**config.mk**
```make
export PLATFORM = sky130hd
export DESIGN_NAME = tpg_engine
export DESIGN_NICKNAME = d
export VERILOG_FILES = /design/src/rtl/tpg_pkg.sv /design/src/rtl/tpg_bounce_box.sv /design/src/rtl/tpg_engine.sv
export SDC_FILE = /design/constraint.sdc
export NUM_CORES = 1
export LEC_CHECK = 0
export ABC_CLOCK_PERIOD_IN_PS = 2500
export BUFFER_PORTS_ARGS = -buffer_cell sky130_fd_sc_hd__buf_4
export CAP_MARGIN = 30
export CORE_ASPECT_RATIO = 0.75
export CORE_MARGIN = 2
export CORE_UTILIZATION = 43
export DETAILED_ROUTE_END_ITERATION = 16
export SKIP_CTS_REPAIR_TIMING = 1
export SYNTH_ARGS = -nofsm -noshare
export SYNTH_HDL_FRONTEND = slang
export SYNTH_SLANG_ARGS = --single-unit
```
**constraint.sdc**
```tcl
create_clock -name i_clk -period 2.5 [get_ports i_clk]
set_input_delay 0.375 -clock i_clk [delete_from_list [all_inputs] [get_ports i_clk]]
set_output_delay 0.375 -clock i_clk [all_outputs]
set_load 0.01 [all_outputs]
```
**src/rtl/tpg_pkg.sv**
```systemverilog
// -----------------------------------------------------------------------------
// tpg_pkg -- shared definitions for the VGA test pattern generator.
//   * pattern index constants PAT_BLACK..PAT_BOX
//   * dir_e : bouncing-box axis direction (DIR_INC = right/down, DIR_DEC = left/up)
//   * bar_color() : colour-bar lookup, returns {red, green, blue} one bit each
// -----------------------------------------------------------------------------
package tpg_pkg;

   localparam logic [3:0] PAT_BLACK  = 4'd0;
   localparam logic [3:0] PAT_RED    = 4'd1;
   localparam logic [3:0] PAT_GREEN  = 4'd2;
   localparam logic [3:0] PAT_BLUE   = 4'd3;
   localparam logic [3:0] PAT_BARS   = 4'd4;
   localparam logic [3:0] PAT_BORDER = 4'd5;
   localparam logic [3:0] PAT_RAMP   = 4'd6;
   localparam logic [3:0] PAT_BOX    = 4'd7;

   typedef enum logic {
      DIR_INC = 1'b0,
      DIR_DEC = 1'b1
   } dir_e;

   // Bar b: red = ~b[1], green = ~b[2], blue = ~b[0]; bar 0 is white, bar 7 black.
   function automatic logic [2:0] bar_color(input logic [2:0] bar);
      return {~bar[1], ~bar[2], ~bar[0]};
   endfunction

endpackage

```
**src/rtl/tpg_bounce_box.sv**
```systemverilog
// -----------------------------------------------------------------------------
// tpg_bounce_box -- per-frame position state of the bouncing box.
// The box top-left corner moves STEP pixels per strobe on each axis and
// reflects at 0 and at EXTENT-SIZE.
// Ports:
//   i_clk     pixel clock
//   i_rst_n   synchronous active-low reset (position 0,0, moving right/down)
//   i_strobe  frame strobe; position advances only on this pulse
//   o_x, o_y  registered box corner position
// -----------------------------------------------------------------------------
module tpg_bounce_box
   import tpg_pkg::*;
#(
   parameter int POS_WIDTH = 10,
   parameter int H_EXTENT  = 640,
   parameter int V_EXTENT  = 480,
   parameter int SIZE      = 32,
   parameter int STEP      = 2
) (
   input  logic                 i_clk,
   input  logic                 i_rst_n,
   input  logic                 i_strobe,
   output logic [POS_WIDTH-1:0] o_x,
   output logic [POS_WIDTH-1:0] o_y
);

   typedef struct packed {
      logic [POS_WIDTH-1:0] pos;
      dir_e                 dir;
   } axis_t;

   axis_t x_q, x_d, y_q, y_d;

   // One axis step; arithmetic in int so pos+STEP cannot wrap before the compare.
   function automatic axis_t axis_next(input axis_t cur, input int extent);
      axis_t nxt;
      int    lim;
      int    p;
      nxt = cur;
      lim = extent - SIZE;
      p   = int'(cur.pos);
      if (cur.dir == DIR_INC) begin
         if (p + STEP >= lim) begin
            nxt.pos = POS_WIDTH'(lim);
            nxt.dir = DIR_DEC;
         end else begin
            nxt.pos = POS_WIDTH'(p + STEP);
         end
      end else begin
         if (p <= STEP) begin
            nxt.pos = '0;
            nxt.dir = DIR_INC;
         end else begin
            nxt.pos = POS_WIDTH'(p - STEP);
         end
      end
      return nxt;
   endfunction

   // Next position: hold between strobes, step both axes on a strobe.
   always_comb begin
      x_d = x_q;
      y_d = y_q;
      if (i_strobe) begin
         x_d = axis_next(x_q, H_EXTENT);
         y_d = axis_next(y_q, V_EXTENT);
      end else begin
         x_d = x_q;
         y_d = y_q;
      end
   end

   // Position/direction registers.
   always_ff @(posedge i_clk) begin
      if (!i_rst_n) begin
         x_q <= '{pos: '0, dir: DIR_INC};
         y_q <= '{pos: '0, dir: DIR_INC};
      end else begin
         x_q <= x_d;
         y_q <= y_d;
      end
   end

   assign o_x = x_q.pos;
   assign o_y = y_q.pos;

endmodule

```
**src/rtl/tpg_engine.sv**
```systemverilog
// -----------------------------------------------------------------------------
// tpg_engine -- parametrised VGA test pattern generator.
// Pattern selection is latched on the frame strobe (manual or auto-cycle),
// colour is produced through a two-stage registered pipeline (latency 2 from
// i_hpos/i_vpos/i_visible), and outputs are forced to 0 outside the visible area.
// Optional build macro: TPG_CROSSHAIR_EN adds a one-pixel white crosshair at
// the screen centre over every pattern except black.
// Ports:
//   i_clk, i_rst_n          pixel clock, synchronous active-low reset
//   i_pattern, i_auto_en    requested pattern, auto-cycle enable
//   i_hpos, i_vpos          current pixel position
//   i_visible               pixel is in the visible area
//   i_frame_strobe          one-cycle pulse at frame start
//   o_red/grn/blu_video     colour channels (COLOR_WIDTH each)
//   o_active_pattern        pattern currently displayed
// -----------------------------------------------------------------------------
module tpg_engine
   import tpg_pkg::*;
#(
   parameter int COLOR_WIDTH  = 3,
   parameter int POS_WIDTH    = 10,
   parameter int H_VISIBLE    = 640,
   parameter int V_VISIBLE    = 480,
   parameter int NUM_PATTERNS = 8,
   parameter int AUTO_FRAMES  = 120,
   parameter int BOX_SIZE     = 32,
   parameter int BOX_STEP     = 2
) (
   input  logic                   i_clk,
   input  logic                   i_rst_n,
   input  logic [3:0]             i_pattern,
   input  logic                   i_auto_en,
   input  logic [POS_WIDTH-1:0]   i_hpos,
   input  logic [POS_WIDTH-1:0]   i_vpos,
   input  logic                   i_visible,
   input  logic                   i_frame_strobe,
   output logic [COLOR_WIDTH-1:0] o_red_video,
   output logic [COLOR_WIDTH-1:0] o_grn_video,
   output logic [COLOR_WIDTH-1:0] o_blu_video,
   output logic [3:0]             o_active_pattern
);

   localparam int                     BAR_W     = H_VISIBLE / 8;
   localparam int                     BAND_W    = H_VISIBLE >> COLOR_WIDTH;
   localparam int                     NUM_BANDS = 1 << COLOR_WIDTH;
   localparam logic [4:0]             NUM_PAT_L = 5'(NUM_PATTERNS);
   localparam logic [3:0]             LAST_PAT  = 4'(NUM_PATTERNS - 1);
   localparam logic [7:0]             CNT_LAST  = 8'(AUTO_FRAMES - 1);
   localparam logic [COLOR_WIDTH-1:0] ONES      = {COLOR_WIDTH{1'b1}};

   // ---------------------------------------------------------------- pattern latch
   logic [3:0] pat_q, pat_d;
   logic [7:0] cnt_q, cnt_d;

   // Pattern/auto-counter next state; pattern only ever changes on a strobe.
   always_comb begin
      pat_d = pat_q;
      cnt_d = cnt_q;
      if (!i_auto_en) begin
         cnt_d = 8'd0;
         if (i_frame_strobe) begin
            pat_d = ({1'b0, i_pattern} < NUM_PAT_L) ? i_pattern : PAT_BLACK;
         end else begin
            pat_d = pat_q;
         end
      end else if (i_frame_strobe) begin
         if (cnt_q >= CNT_LAST) begin
            cnt_d = 8'd0;
            // Auto mode skips black: 0 and the last pattern both wrap to 1.
            pat_d = ((pat_q == PAT_BLACK) || (pat_q >= LAST_PAT)) ? 4'd1 : pat_q + 4'd1;
         end else begin
            cnt_d = cnt_q + 8'd1;
         end
      end else begin
         pat_d = pat_q;
         cnt_d = cnt_q;
      end
   end

   // Pattern and frame counter registers.
   always_ff @(posedge i_clk) begin
      if (!i_rst_n) begin
         pat_q <= PAT_BLACK;
         cnt_q <= 8'd0;
      end else begin
         pat_q <= pat_d;
         cnt_q <= cnt_d;
      end
   end

   assign o_active_pattern = pat_q;

   // ---------------------------------------------------------------- box position
   logic [POS_WIDTH-1:0] box_x_s, box_y_s;

   tpg_bounce_box #(
      .POS_WIDTH (POS_WIDTH),
      .H_EXTENT  (H_VISIBLE),
      .V_EXTENT  (V_VISIBLE),
      .SIZE      (BOX_SIZE),
      .STEP      (BOX_STEP)
   ) u_box (
      .i_clk    (i_clk),
      .i_rst_n  (i_rst_n),
      .i_strobe (i_frame_strobe),
      .o_x      (box_x_s),
      .o_y      (box_y_s)
   );

   // ---------------------------------------------------------------- stage 1 terms
   int                   hp_s, vp_s, bx_s, by_s;
   logic [2:0]           bar_s;
   logic                 border_s;
   logic [COLOR_WIDTH-1:0] ramp_s;
   logic                 box_s;

   assign hp_s = int'(i_hpos);
   assign vp_s = int'(i_vpos);
   assign bx_s = int'(box_x_s);
   assign by_s = int'(box_y_s);

   // Per-pattern terms as compare chains (no dividers); positions past the
   // last bar fall back to bar 0, past the last ramp band to full scale.
   always_comb begin
      bar_s = 3'd0;
      for (int b = 1; b < 8; b++) begin
         if (hp_s >= b * BAR_W) bar_s = 3'(b);
         else                   bar_s = bar_s;
      end
      if (hp_s >= 8 * BAR_W) bar_s = 3'd0;
      else                   bar_s = bar_s;

      ramp_s = '0;
      for (int k = 1; k < NUM_BANDS; k++) begin
         if (hp_s >= k * BAND_W) ramp_s = COLOR_WIDTH'(k);
         else                    ramp_s = ramp_s;
      end
      if (hp_s >= NUM_BANDS * BAND_W) ramp_s = ONES;
      else                            ramp_s = ramp_s;

      border_s = (hp_s == 0) || (hp_s == H_VISIBLE - 1) ||
                 (vp_s == 0) || (vp_s == V_VISIBLE - 1);

      box_s = (hp_s >= bx_s) && (hp_s < bx_s + BOX_SIZE) &&
              (vp_s >= by_s) && (vp_s < by_s + BOX_SIZE);
   end

`ifdef TPG_CROSSHAIR_EN
   logic cross_s, cross1_q;
   assign cross_s = (hp_s == H_VISIBLE / 2) || (vp_s == V_VISIBLE / 2);

   // Crosshair flag travels with the other stage-1 terms.
   always_ff @(posedge i_clk) begin
      if (!i_rst_n) cross1_q <= 1'b0;
      else          cross1_q <= cross_s;
   end
`endif

   logic                   vis1_q, border1_q, box1_q;
   logic [3:0]             pat1_q;
   logic [2:0]             bar1_q;
   logic [COLOR_WIDTH-1:0] ramp1_q;

   // Stage 1 registers; the pattern is sampled here so a pixel keeps one pattern.
   always_ff @(posedge i_clk) begin
      if (!i_rst_n) begin
         vis1_q    <= 1'b0;
         pat1_q    <= PAT_BLACK;
         bar1_q    <= 3'd0;
         border1_q <= 1'b0;
         ramp1_q   <= '0;
         box1_q    <= 1'b0;
      end else begin
         vis1_q    <= i_visible;
         pat1_q    <= pat_q;
         bar1_q    <= bar_color(bar_s);
         border1_q <= border_s;
         ramp1_q   <= ramp_s;
         box1_q    <= box_s;
      end
   end

   // ---------------------------------------------------------------- stage 2 mux
   logic [COLOR_WIDTH-1:0] red_d, grn_d, blu_d;
   logic [COLOR_WIDTH-1:0] red_q, grn_q, blu_q;

   // Colour mux; everything is black unless the delayed visible bit is set.
   always_comb begin
      red_d = '0;
      grn_d = '0;
      blu_d = '0;
      if (vis1_q) begin
         case (pat1_q)
            PAT_RED:   red_d = ONES;
            PAT_GREEN: grn_d = ONES;
            PAT_BLUE:  blu_d = ONES;
            PAT_BARS: begin
               red_d = {COLOR_WIDTH{bar1_q[2]}};
               grn_d = {COLOR_WIDTH{bar1_q[1]}};
               blu_d = {COLOR_WIDTH{bar1_q[0]}};
            end
            PAT_BORDER: begin
               red_d = border1_q ? ONES : '0;
               grn_d = border1_q ? ONES : '0;
               blu_d = border1_q ? ONES : '0;
            end
            PAT_RAMP: begin
               red_d = ramp1_q;
               grn_d = ramp1_q;
               blu_d = ramp1_q;
            end
            PAT_BOX: begin
               red_d = box1_q ? ONES : '0;
               grn_d = box1_q ? ONES : '0;
               blu_d = ONES;
            end
            default: begin
               red_d = '0;
               grn_d = '0;
               blu_d = '0;
            end
         endcase
`ifdef TPG_CROSSHAIR_EN
         if (cross1_q && (pat1_q != PAT_BLACK)) begin
            red_d = ONES;
            grn_d = ONES;
            blu_d = ONES;
         end else begin
            red_d = red_d;
         end
`endif
      end else begin
         red_d = '0;
      end
   end

   // Stage 2 output registers.
   always_ff @(posedge i_clk) begin
      if (!i_rst_n) begin
         red_q <= '0;
         grn_q <= '0;
         blu_q <= '0;
      end else begin
         red_q <= red_d;
         grn_q <= grn_d;
         blu_q <= blu_d;
      end
   end

   assign o_red_video = red_q;
   assign o_grn_video = grn_q;
   assign o_blu_video = blu_q;

endmodule

```
# Word-level counts from Yosys, hierarchy flattened
# Index checks and enable logic that the tools add are counted.
# W data, S select, Z words.
[classes]
addsub = 8
magnitude_cmp = 19
eq_ne = 10
n_mux = 31
bitwise = 3
n_reduce_logical = 14
[ops]
columns = ["operator", "count"]
rows = [
  ["$logic_not A32 Y1", 2],
  ["$mux W10", 4],
  ["$ge A32 B10 Y1 const B", 1],
  ["$ge A32 B11 Y1 const B", 1],
  ["$ge A10 B9 Y1 const B", 3],
  ["$mux W3", 10],
  ["$pmux W3 S5", 2],
  ["$mux W4", 6],
  ["$add A10 B2 Y11 const B", 2],
  ["$add A10 B6 Y11 const B", 2],
  ["$lt A10 B11 Y1", 2],
  ["$mux W11", 2],
  ["$eq A10 B10 Y1 const B", 2],
  ["$ge A10 B10 Y1", 2],
  ["$ge A10 B10 Y1 const B", 2],
  ["$ge A10 B8 Y1 const B", 2],
  ["$le A10 B2 Y1 const B", 2],
  ["$sub A10 B2 Y10 const B", 2],
  ["$eq A4 B3 Y1 const B", 4],
  ["$pmux W3 S4", 1],
  ["$ge A10 B7 Y1 const B", 1],
  ["$add A8 B1 Y8 const B", 1],
  ["$eq A4 B2 Y1 const B", 2],
  ["$ge A8 B7 Y1 const B", 1],
  ["13 further kinds", 26],
]
[word_totals]
ff_bits = 56
in_bits = 29
out_inout_bits = 13

# Depth between registers and ports, before layout
# Gate-level depths: netlist of run 1.
[logic_depth]
word_depth = 10
ltp_mapped = 10
mapped_depth_nobuf = 9

# Modules after synthesis
# Synthesis of run 1 repeated with hierarchy kept, for this count alone.
[hier_totals]
cells_unflattened = 567
area_unflattened_um2 = 4414.2
[modules_own_cells]
columns = ["mod", "instances", "cells_per_inst", "area_per_inst_um2", "seq_area_each_um2"]
rows = [
  ["tpg_engine", 1, 297, 2386.0, 680.7],
  ["tpg_bounce_box", 1, 270, 2028.2, 400.4],
]

# Worst setup path before layout of run 1
# No wires, ideal clock.
[synth_timing]
path_type = "reg-to-reg"
from = "register u_box.y_q, in the netlist u_box.o_y[5]"
to = "register u_box.y_q, in the netlist u_box.o_y[1]"
setup_time_ps = 58
arrival_time_ps = 1909
required_time_ps = 2442
slack_ps = 533
path_stages_with_launch = 10
n_path_buf = 2
synth_period_minus_slack_ps = 1967
cell_sequence = "dfxtp_1 -> buf_2 -> inv_1 -> ha_1 -> nor4bb_1 -> a41oi_1 -> o21ai_0 -> buf_2 -> a2111oi_0 -> a31o_2"
[synth_between]
elab_chain_cells = 4
[synth_lines]
columns = ["item", "line", "source"]
rows = [
  ["start: declaration", "tpg_bounce_box.sv:32", "axis_t x_q, x_d, y_q, y_d;"],
  ["start signal: assignment", "tpg_bounce_box.sv:77", "y_q <= '{pos: '0, dir: DIR_INC};"],
  ["start signal: assignment", "tpg_bounce_box.sv:80", "y_q <= y_d;"],
  ["$add A10 B2 Y11", "tpg_bounce_box.sv:43", "if (p + STEP >= lim) begin"],
  ["$ge A32 B10 Y1", "tpg_bounce_box.sv:43", ""],
  ["$mux W10", "tpg_bounce_box.sv:43", ""],
  ["$mux W11 (*)", "tpg_bounce_box.sv:42", "if (cur.dir == DIR_INC) begin"],
]
# Mark *: on every way between the ends. The rest lies on a longest branch, timed or not.
# A chain may end at the register's enable or synchronous reset.

# Worst setup path in the final report of run 1
[layout_timing]
from = "register u_box.y_q, in the netlist u_box.o_y[6]"
to = "register u_box.y_q, in the netlist u_box.o_y[7]"
# The elaborated chain is that of the path after synthesis.

==> metrics.md, run 1 <==
| Metric | Value |
|---|---|
| Largest net degree at the start of global routing | `34` |
| Starting Density | `0.436` |
| Die height | `86.4 µm` |
| Max-slew headroom | `0.477` |
| Most frequent cells in the layout | `buf_4, dfxtp_1, nor2_1` |
| Skew-Pair Late Insertion Delay | `approximately 0.30 ns` |
| Worst hold slack | `0.283 ns` |
| Diode count | `0` |
| Initial antenna violation count | `0` |
| Clock sink count | `54` |
| Largest fanout on the critical path | `7` |
| Vias per Instance | `5.85` |
| Routability congestion estimate from global placement | `0.933` |
| Via Count | `approximately 3800` |
| Flops & latches, synth | `54` |
| IO Port Bufs | `41` |
| Worst R2R Start | `u_box.o_y[6]` |
| Outcome | `finished clean` |
| Io pins | `42` |
| Share of layout cells above drive strength 1 | `0.140` |
| Worst reg2reg path endpoint | `u_box.o_y[7]` |
| Top Metal Used | `met4` |
| Worst Path Required | `roughly 2.7 ns` |
| Pre-Repair DR Iteration Count | `5` |
| Antenna Nets Post-Route | `0` |
| GRT overflow | `0` |
| Top_reg_cell synth | `dfxtp_1` |
| Mapped Nets | `~570` |
| Fmax | `0.433 GHz` |
| Hold-critical path depth | `2` |
| M1 WL | `between 4000 and 5000 µm` |
| Top cell type's share of synthesized area | `0.277` |
| Asr flop ratio synth | `0` |
| EDFF count, synth | `0` |
| Post-Synthesis Cell Area | `3900 µm²` |
| Fin crit period | `between 2 and 2.5 ns` |
| Hpwl dp | `7370 µm` |
| CP Class | `reg -> reg` |
| Worst Hold End | `vis1_q` |
| Synth Area per Inst | `7.76 µm²` |
| FF-to-FF path depth | `9` |
| Yosys warns | `0` |
| Setup TNS | `0 ns` |
| Final Skew | `0.00492 ns` |
| Row Count | `30` |
| Post-synth top area cell | `dfxtp_1` |
| RSZ-0062 raised after global routing | `false` |
| Final setup fails | `0` |
| Area contributors post-synth | `dfxtp_1, ha_1, a21oi_1` |
| Clock buffer depth | `2` |
| Routed length per instance | `15.1 µm` |
| Clock root buffer | `clkbuf_16` |
| Hold_sp | `i_visible` |
| Vias in the first global route | `3432` |
| DRC | `0` |
| Met3 WL post-DR | `543 µm` |
| Width of the die | `114 µm` |
| VDD IR-drop max | `0.000361 V` |
| 1st-iter DRT viols | `262` |
| Placeable Area | `8930 µm²` |
| Clock slew at reported path FFs | `0.07 ns` |
| Post-synthesis sequential area ratio | `0.277` |
| Routed Wire Length | `9750 µm` |
| Lkg Pwr | `~1.7 nW` |
| Area Overhead vs Synth | `15.0%` |
| Min-delay worst type | `in -> reg` |
| Yosys cell types | `63` |
| GRT Total Usage | `0.210` |
| Setup crit end kind | `flop` |
| Die area | `9850 µm²` |
| Flop2flop setup slack | `between 0.15 and 0.2 ns` |
| Setup crit start kind | `flop` |
| # Max-Cap Violations | `0` |
| CTS tree | `built` |
| Nets | `a little over 600` |
| Period utilisation layout | `0.924` |
| Mapped Cells | `roughly 500` |
| Commonest non-fill, non-tap cell in the layout | `buf_4` |
| Least-Margin Pin Slew | `0.764 ns` |
| First-pass GRT wire length | `16600 µm` |
| Critical Path AT | `2.52 ns` |
| Inserted Clock Buffers | `5` |
| Htree depth | `2` |
| Met2 WL post-DR | `about 4400 µm` |
| Number of failing hold endpoints at the final stage | `0` |
| Slew Limit Fails | `0` |
| Power Dens Cells | `438 nW/µm²` |
[through the flow]
step	power (W)	std cells	util	setup WS [ns]	instance area, µm²
CTS	0.00198	648	0.500	0.158	4470
detailed placement	0.00127	640	0.484	0.198	4320
global placement	0.00127	640	0.484	0.252	4320
global route	0.00207	648	0.502	0.0183	4480
finish	0.00196	648	0.502	0.190	4480
floorplan	0.00115	502	-	0.533	3900
[critical path, cell delays in order, from the launching register on]
cell and delay (ns):
dfxtp_1 0.42, inv_1 0.15, ha_1 0.24, nor4bb_1 0.13, a41oi_1 0.30, o21ai_0 0.19, buf_4 0.20, o2111ai_1 0.19
o21ai_0 0.11, a221oi_1 0.27
[registers in the layout (all words and copies together), names as in the netlist]
signal            cells
bar1_q                3
border1_q             1
box1_q                1
cnt_q                 8
o_active_pattern      4
o_blu_video           3
o_grn_video           3
o_red_video           3
pat1_q                4
ramp1_q               3
u_box.o_x             9
u_box.o_y             9
u_box.x_q             1
u_box.y_q             1
vis1_q                1
[synth_stat cells (all sizes together) (4+ instances only)]
library cell  instances
and4                  4
dfxtp                54
nor2                 47
a22oi                 4
o21ai                31
a221oi                4
clkbuf               17
ha                   41
nor2b                 6
o22ai                 4
and2                  6
nand3                18
buf                  10
xnor2                13
nand2b                4
a21o                  7
inv                  32
nand2                39
nor4                  9
nand4                10
and3                  4
a211oi                4
o2111ai               5
nand3b                4
a21oi                39
nor3                 22
xor2                  4
a31oi                 7
o32ai                 4
[cell families (layout without fill, tap and decap cells)]
logic type      after synthesis  count (layout)  synth area share
flops                        54              54             0.277
mux                           4               4            0.0109
buf+inv                      59              93            0.0601
simple gates                185             185             0.240
compound gates              141             141             0.240
fa+ha+maj                    42              42             0.134
xor+xnor                     17              17            0.0382
[final cells by class]
class	count	area [µm²]
fill	863	4450
multi-input combinational	389	2590
tap	112	140
clock buffer	5	125
timing repair buffer	53	398
sequential	54	1090
inverter	32	120
clock inverter	3	23.8
[where the power goes]
part           internal (W)  switching, W
Sequential         0.000884     0.0000294
Combinational      0.000149      0.000196
Clock              0.000375      0.000331
Total               0.00141      0.000557
[how the worst max path moves through the flow]
stage / startpoint / endpoint / slack (ns) / cells past startpoint
6_report: u_box.o_y[6] / u_box.o_y[7] / 0.19 / 9
5_1_grt: u_box.o_y[6] / u_box.o_y[7] / 0.02 / 9
4_1_cts: u_box.o_x[3] / box1_q / 0.16 / 8
3_5_place_dp: u_box.o_x[3] / box1_q / 0.20 / 8
3_3_place_gp: u_box.o_y[6] / u_box.o_y[7] / 0.25 / 9
2_1_floorplan: u_box.o_y[5] / u_box.o_y[1] / 0.53 / 9
[layer usage]
| layer | global-route usage | vias up |
|---|---|---|
| li1 | - | 1920 |
| met1 | 0.300 | 1753 |
| met2 | 0.328 | 108 |
| met3 | 0.0385 | 7 |
| met4 | 0.0543 | 0 |
| met5 | 0 | - |
Power figures use the tool's default switching activity.
==> run 2, diff against run 1 <==
- ABC_AREA: unset -> 1
- CTS_CLUSTER_SIZE: unset -> 40
- PLACE_DENSITY_LB_ADDON: unset -> 0.12
==> run 2 against run 1 <==
Final cell count rose by 21%. Wire length rose by 12%. Register-to-register slack improved by 0.34 ns. Critical endpoint is now box1_q. Largest cell class unchanged.
==> metrics.md, run 2 <==
| Metric | Value |
|---|---|
| Clock root buffer | `clkbuf_16 (unchanged)` |
| Routability congestion estimate from global placement | `0.909 (was 0.933)` |
| Fill cells | `1010 (was 863)` |
| Total power | `0.00229 W (was 0.00196 W)` |
| Synth Area per Inst | `6.70 µm² (was 7.76 µm²)` |
| Share of layout cells above drive strength 1 | `0.127 (was 0.140)` |
| Routed Wire Length | `10900 µm (was 9750 µm)` |
| Least-Margin Pin Slew | `0.552 ns (was 0.764 ns)` |
| Post-synthesis adder-cell area fraction | `0.123 (was 0.134)` |
| M1 WL | `5910 µm (was 4750 µm)` |
| Sw Ratio | `0.330 (was 0.283)` |
| Initial antenna violation count | `0 (unchanged)` |
| Worst hold slack | `0.302 ns (was 0.283 ns)` |
| Die area | `10500 µm² (was 9850 µm²)` |
| Routed length per instance | `13.9 µm (was 15.1 µm)` |
| CTS tree | `built (unchanged)` |
| Pre-Repair DR Iteration Count | `5 (unchanged)` |
| Via Count | `4077 (was 3788)` |
| Power Dens Cells | `487 nW/µm² (was 438 nW/µm²)` |
| Comb power frac | `0.257 (was 0.175)` |
| First-pass GRT wire length | `17600 µm (was 16600 µm)` |
| Period utilisation layout | `0.788 (was 0.924)` |
| Met2 WL post-DR | `4180 µm (was 4370 µm)` |
| IO Port Bufs | `41 (unchanged)` |
| Top_reg_cell synth | `dfxtp_1 (unchanged)` |
| Clock sink count | `54 (unchanged)` |
| Clock share of power | `0.321 (was 0.360)` |
| Post-synthesis sequential area ratio | `0.260 (was 0.277)` |
| Vias per Instance | `5.19 (was 5.85)` |
| Width of the die | `118 µm (was 114 µm)` |
| Inserted Clock Buffers | `5 (unchanged)` |
| Largest net degree at the start of global routing | `29 (was 34)` |
| Vias in the first global route | `3493 (was 3432)` |
| Synth top cells by count | `nand2_1, nor2_1, inv_1, a21oi_1, dfxtp_1 (was dfxtp_1, nor2_1, ha_1, a21oi_1, nand2_1)` |
| Post-Synthesis Cell Area | `4160 µm² (was 3900 µm²)` |
| Setup crit end kind | `flop (unchanged)` |
| Area share of xor/xnor cells in the synthesized design | `0.0548 (was 0.0382)` |
| Yosys cell types | `39 (was 63)` |
| Fin util | `0.492 (was 0.502)` |
| Top cell type's share of synthesized area | `0.260 (was 0.277)` |
| Antenna Nets Post-Route | `0 (unchanged)` |
| FF-to-FF path depth | `9 (unchanged)` |
| Mapped Nets | `690 (was 572)` |
| Slew Limit Fails | `0 (unchanged)` |
| RSZ-0062 raised after global routing | `false (unchanged)` |
| Setup TNS | `0 ns (unchanged)` |
| VDD IR-drop max | `0.000280 V (was 0.000361 V)` |
| Post-Place Cells | `778 (was 640)` |
| Final setup fails | `0 (unchanged)` |
| Area contributors post-synth | `dfxtp_1, ha_1, nand2_1 (was dfxtp_1, ha_1, a21oi_1)` |
| Critical Path AT | `2.17 ns (was 2.52 ns)` |
| Worst Path Required | `2.70 ns (was 2.71 ns)` |
| Skew-Pair Late Insertion Delay | `0.30 ns (about the same)` |
| GRT overflow | `0 (unchanged)` |
| Fin crit period | `1.97 ns (was 2.31 ns)` |
| Lkg Pwr | `2.17 nW (was 1.74 nW)` |
| Final Skew | `0.0117 ns (was 0.00492 ns)` |
| Io pins | `42 (unchanged)` |
| Fmax | `0.508 GHz (was 0.433 GHz)` |
| Diode count | `0 (unchanged)` |
| Asr flop ratio synth | `0 (unchanged)` |
| Number of failing hold endpoints at the final stage | `0 (unchanged)` |
| Yosys warns | `0 (unchanged)` |
| Die height | `89.1 µm (was 86.4 µm)` |
| Met3 WL post-DR | `732 µm (was 543 µm)` |
| Max-slew headroom | `0.632 (was 0.477)` |
| DRC | `0 (unchanged)` |
| CP Class | `reg -> reg (unchanged)` |
| EDFF count, synth | `0 (unchanged)` |
| Placeable Area | `9540 µm² (was 8930 µm²)` |
| Top Metal Used | `met4 (unchanged)` |
| Htree depth | `2 (unchanged)` |
| Largest family of logic cells by synthesized area | `simple AND/OR/NAND/NOR gates (was compound AO/OA/AOI/OAI gates)` |
| Nets | `723 (was 605)` |
| Commonest non-fill, non-tap cell in the layout | `nand2_1 (was buf_4)` |
| Compound-cell area share of the yosys netlist | `0.121 (was 0.240)` |
| Largest fanout on the critical path | `7 (unchanged)` |
| Area Overhead vs Synth | `12.9% (was 15.0%)` |
| Min-delay worst type | `in -> reg (unchanged)` |
| Sw Pwr | `0.000755 W (was 0.000557 W)` |
| Row Count | `31 (was 30)` |
| Mapped Cells | `620 (was 502)` |
| Starting Density | `0.436 (about the same)` |
| GRT Total Usage | `0.209 (was 0.210)` |
| Hpwl dp | `8470 µm (was 7370 µm)` |
| # Max-Cap Violations | `0 (unchanged)` |
| Mux share of post-synthesis cell area | `0 (was 0.0109)` |
| Setup crit start kind | `flop (unchanged)` |
| Most frequent cell after synthesis | `nand2_1 (was dfxtp_1)` |
| Outcome | `finished clean (unchanged)` |
| Clock slew at reported path FFs | `0.08 ns (was 0.07 ns)` |
| Seq pwr share | `0.422 (was 0.465)` |
| Post-synth top area cell | `dfxtp_1 (unchanged)` |
| Internal power | `0.00153 W (was 0.00141 W)` |
| Hold-critical path depth | `3 (was 2)` |
| Clock buffer depth | `2 (unchanged)` |
| Cell Count, Final, Fillers Out | `786 (was 648)` |
| Synth Area in Simple Gates | `0.353 (was 0.240)` |
| 1st-iter DRT viols | `372 (was 262)` |
| Flops & latches, synth | `54 (unchanged)` |
| Most frequent cells in the layout | `nand2_1, nor2_1, inv_1 (was buf_4, dfxtp_1, nor2_1)` |
[run 2: logic make-up after synthesis]
group	after synthesis
AOI/OAI and AO/OA	95
xor gates and xnor gates	26
adders and majority gates	41
buffers and inverters	86
DFF	54
and+or+nand+nor	318
[run 2: final timing paths]
kind	slack, ns	end	startpoint
max	0.53	box1_q	u_box.o_y[5]
min reg2reg	0.45	cnt_q[7]	cnt_q[7]
max reg2reg	0.53	box1_q	u_box.o_y[5]
min	0.30	vis1_q	i_visible
[run 2: metrics by stage]
step	worst slack (ns)	area [µm²]
floorplan	0.795	4160
global placement	0.658	4540
detailed placement	0.566	4540
CTS	0.548	4690
global route	0.401	4690
finish	0.531	4690
[run 2: area by class of cell]
class | count | area, µm² | area share
inverters | 70 | 265 | 0.0565
well taps | 132 | 165 | 0.0352
clock buffers | 6 | 139 | 0.0296
repair buffers | 42 | 315 | 0.0672
multi-input cells | 480 | 2710 | 0.578
clock inverters | 2 | 17.5 | 0.00373
flip-flops and latches | 54 | 1080 | 0.230
[run 2: metal layers]
| layer | up-vias | global-route usage |
|---|---|---|
| met5 | - | 0 |
| met4 | 0 | 0.0526 |
| met3 | 6 | 0.0383 |
| met2 | 130 | 0.287 |
| met1 | 1822 | 0.328 |
| li1 | 2119 | - |
[run 2: power by group through the flow]
stage / logic [W] / registers [W] / clock network (W)
6_report: 0.000589 / 0.000964 / 0.000735
5_1_grt: 0.000663 / 0.000971 / 0.000800
4_1_cts: 0.000583 / 0.000962 / 0.000762
3_5_place_dp: 0.000578 / 0.000982 / 0
3_3_place_gp: 0.000576 / 0.000982 / 0
2_1_floorplan: 0.000441 / 0.000951 / 0
[run 2: critical path: stages, from the launching register on]
cell     delay [ns]
dfxtp_1        0.51
ha_1           0.29
nand3_1        0.17
xor2_1         0.19
ha_1           0.32
nand3_1        0.08
nor3_1         0.13
nor2_1         0.07
nand2_1        0.08
nor2_1         0.04
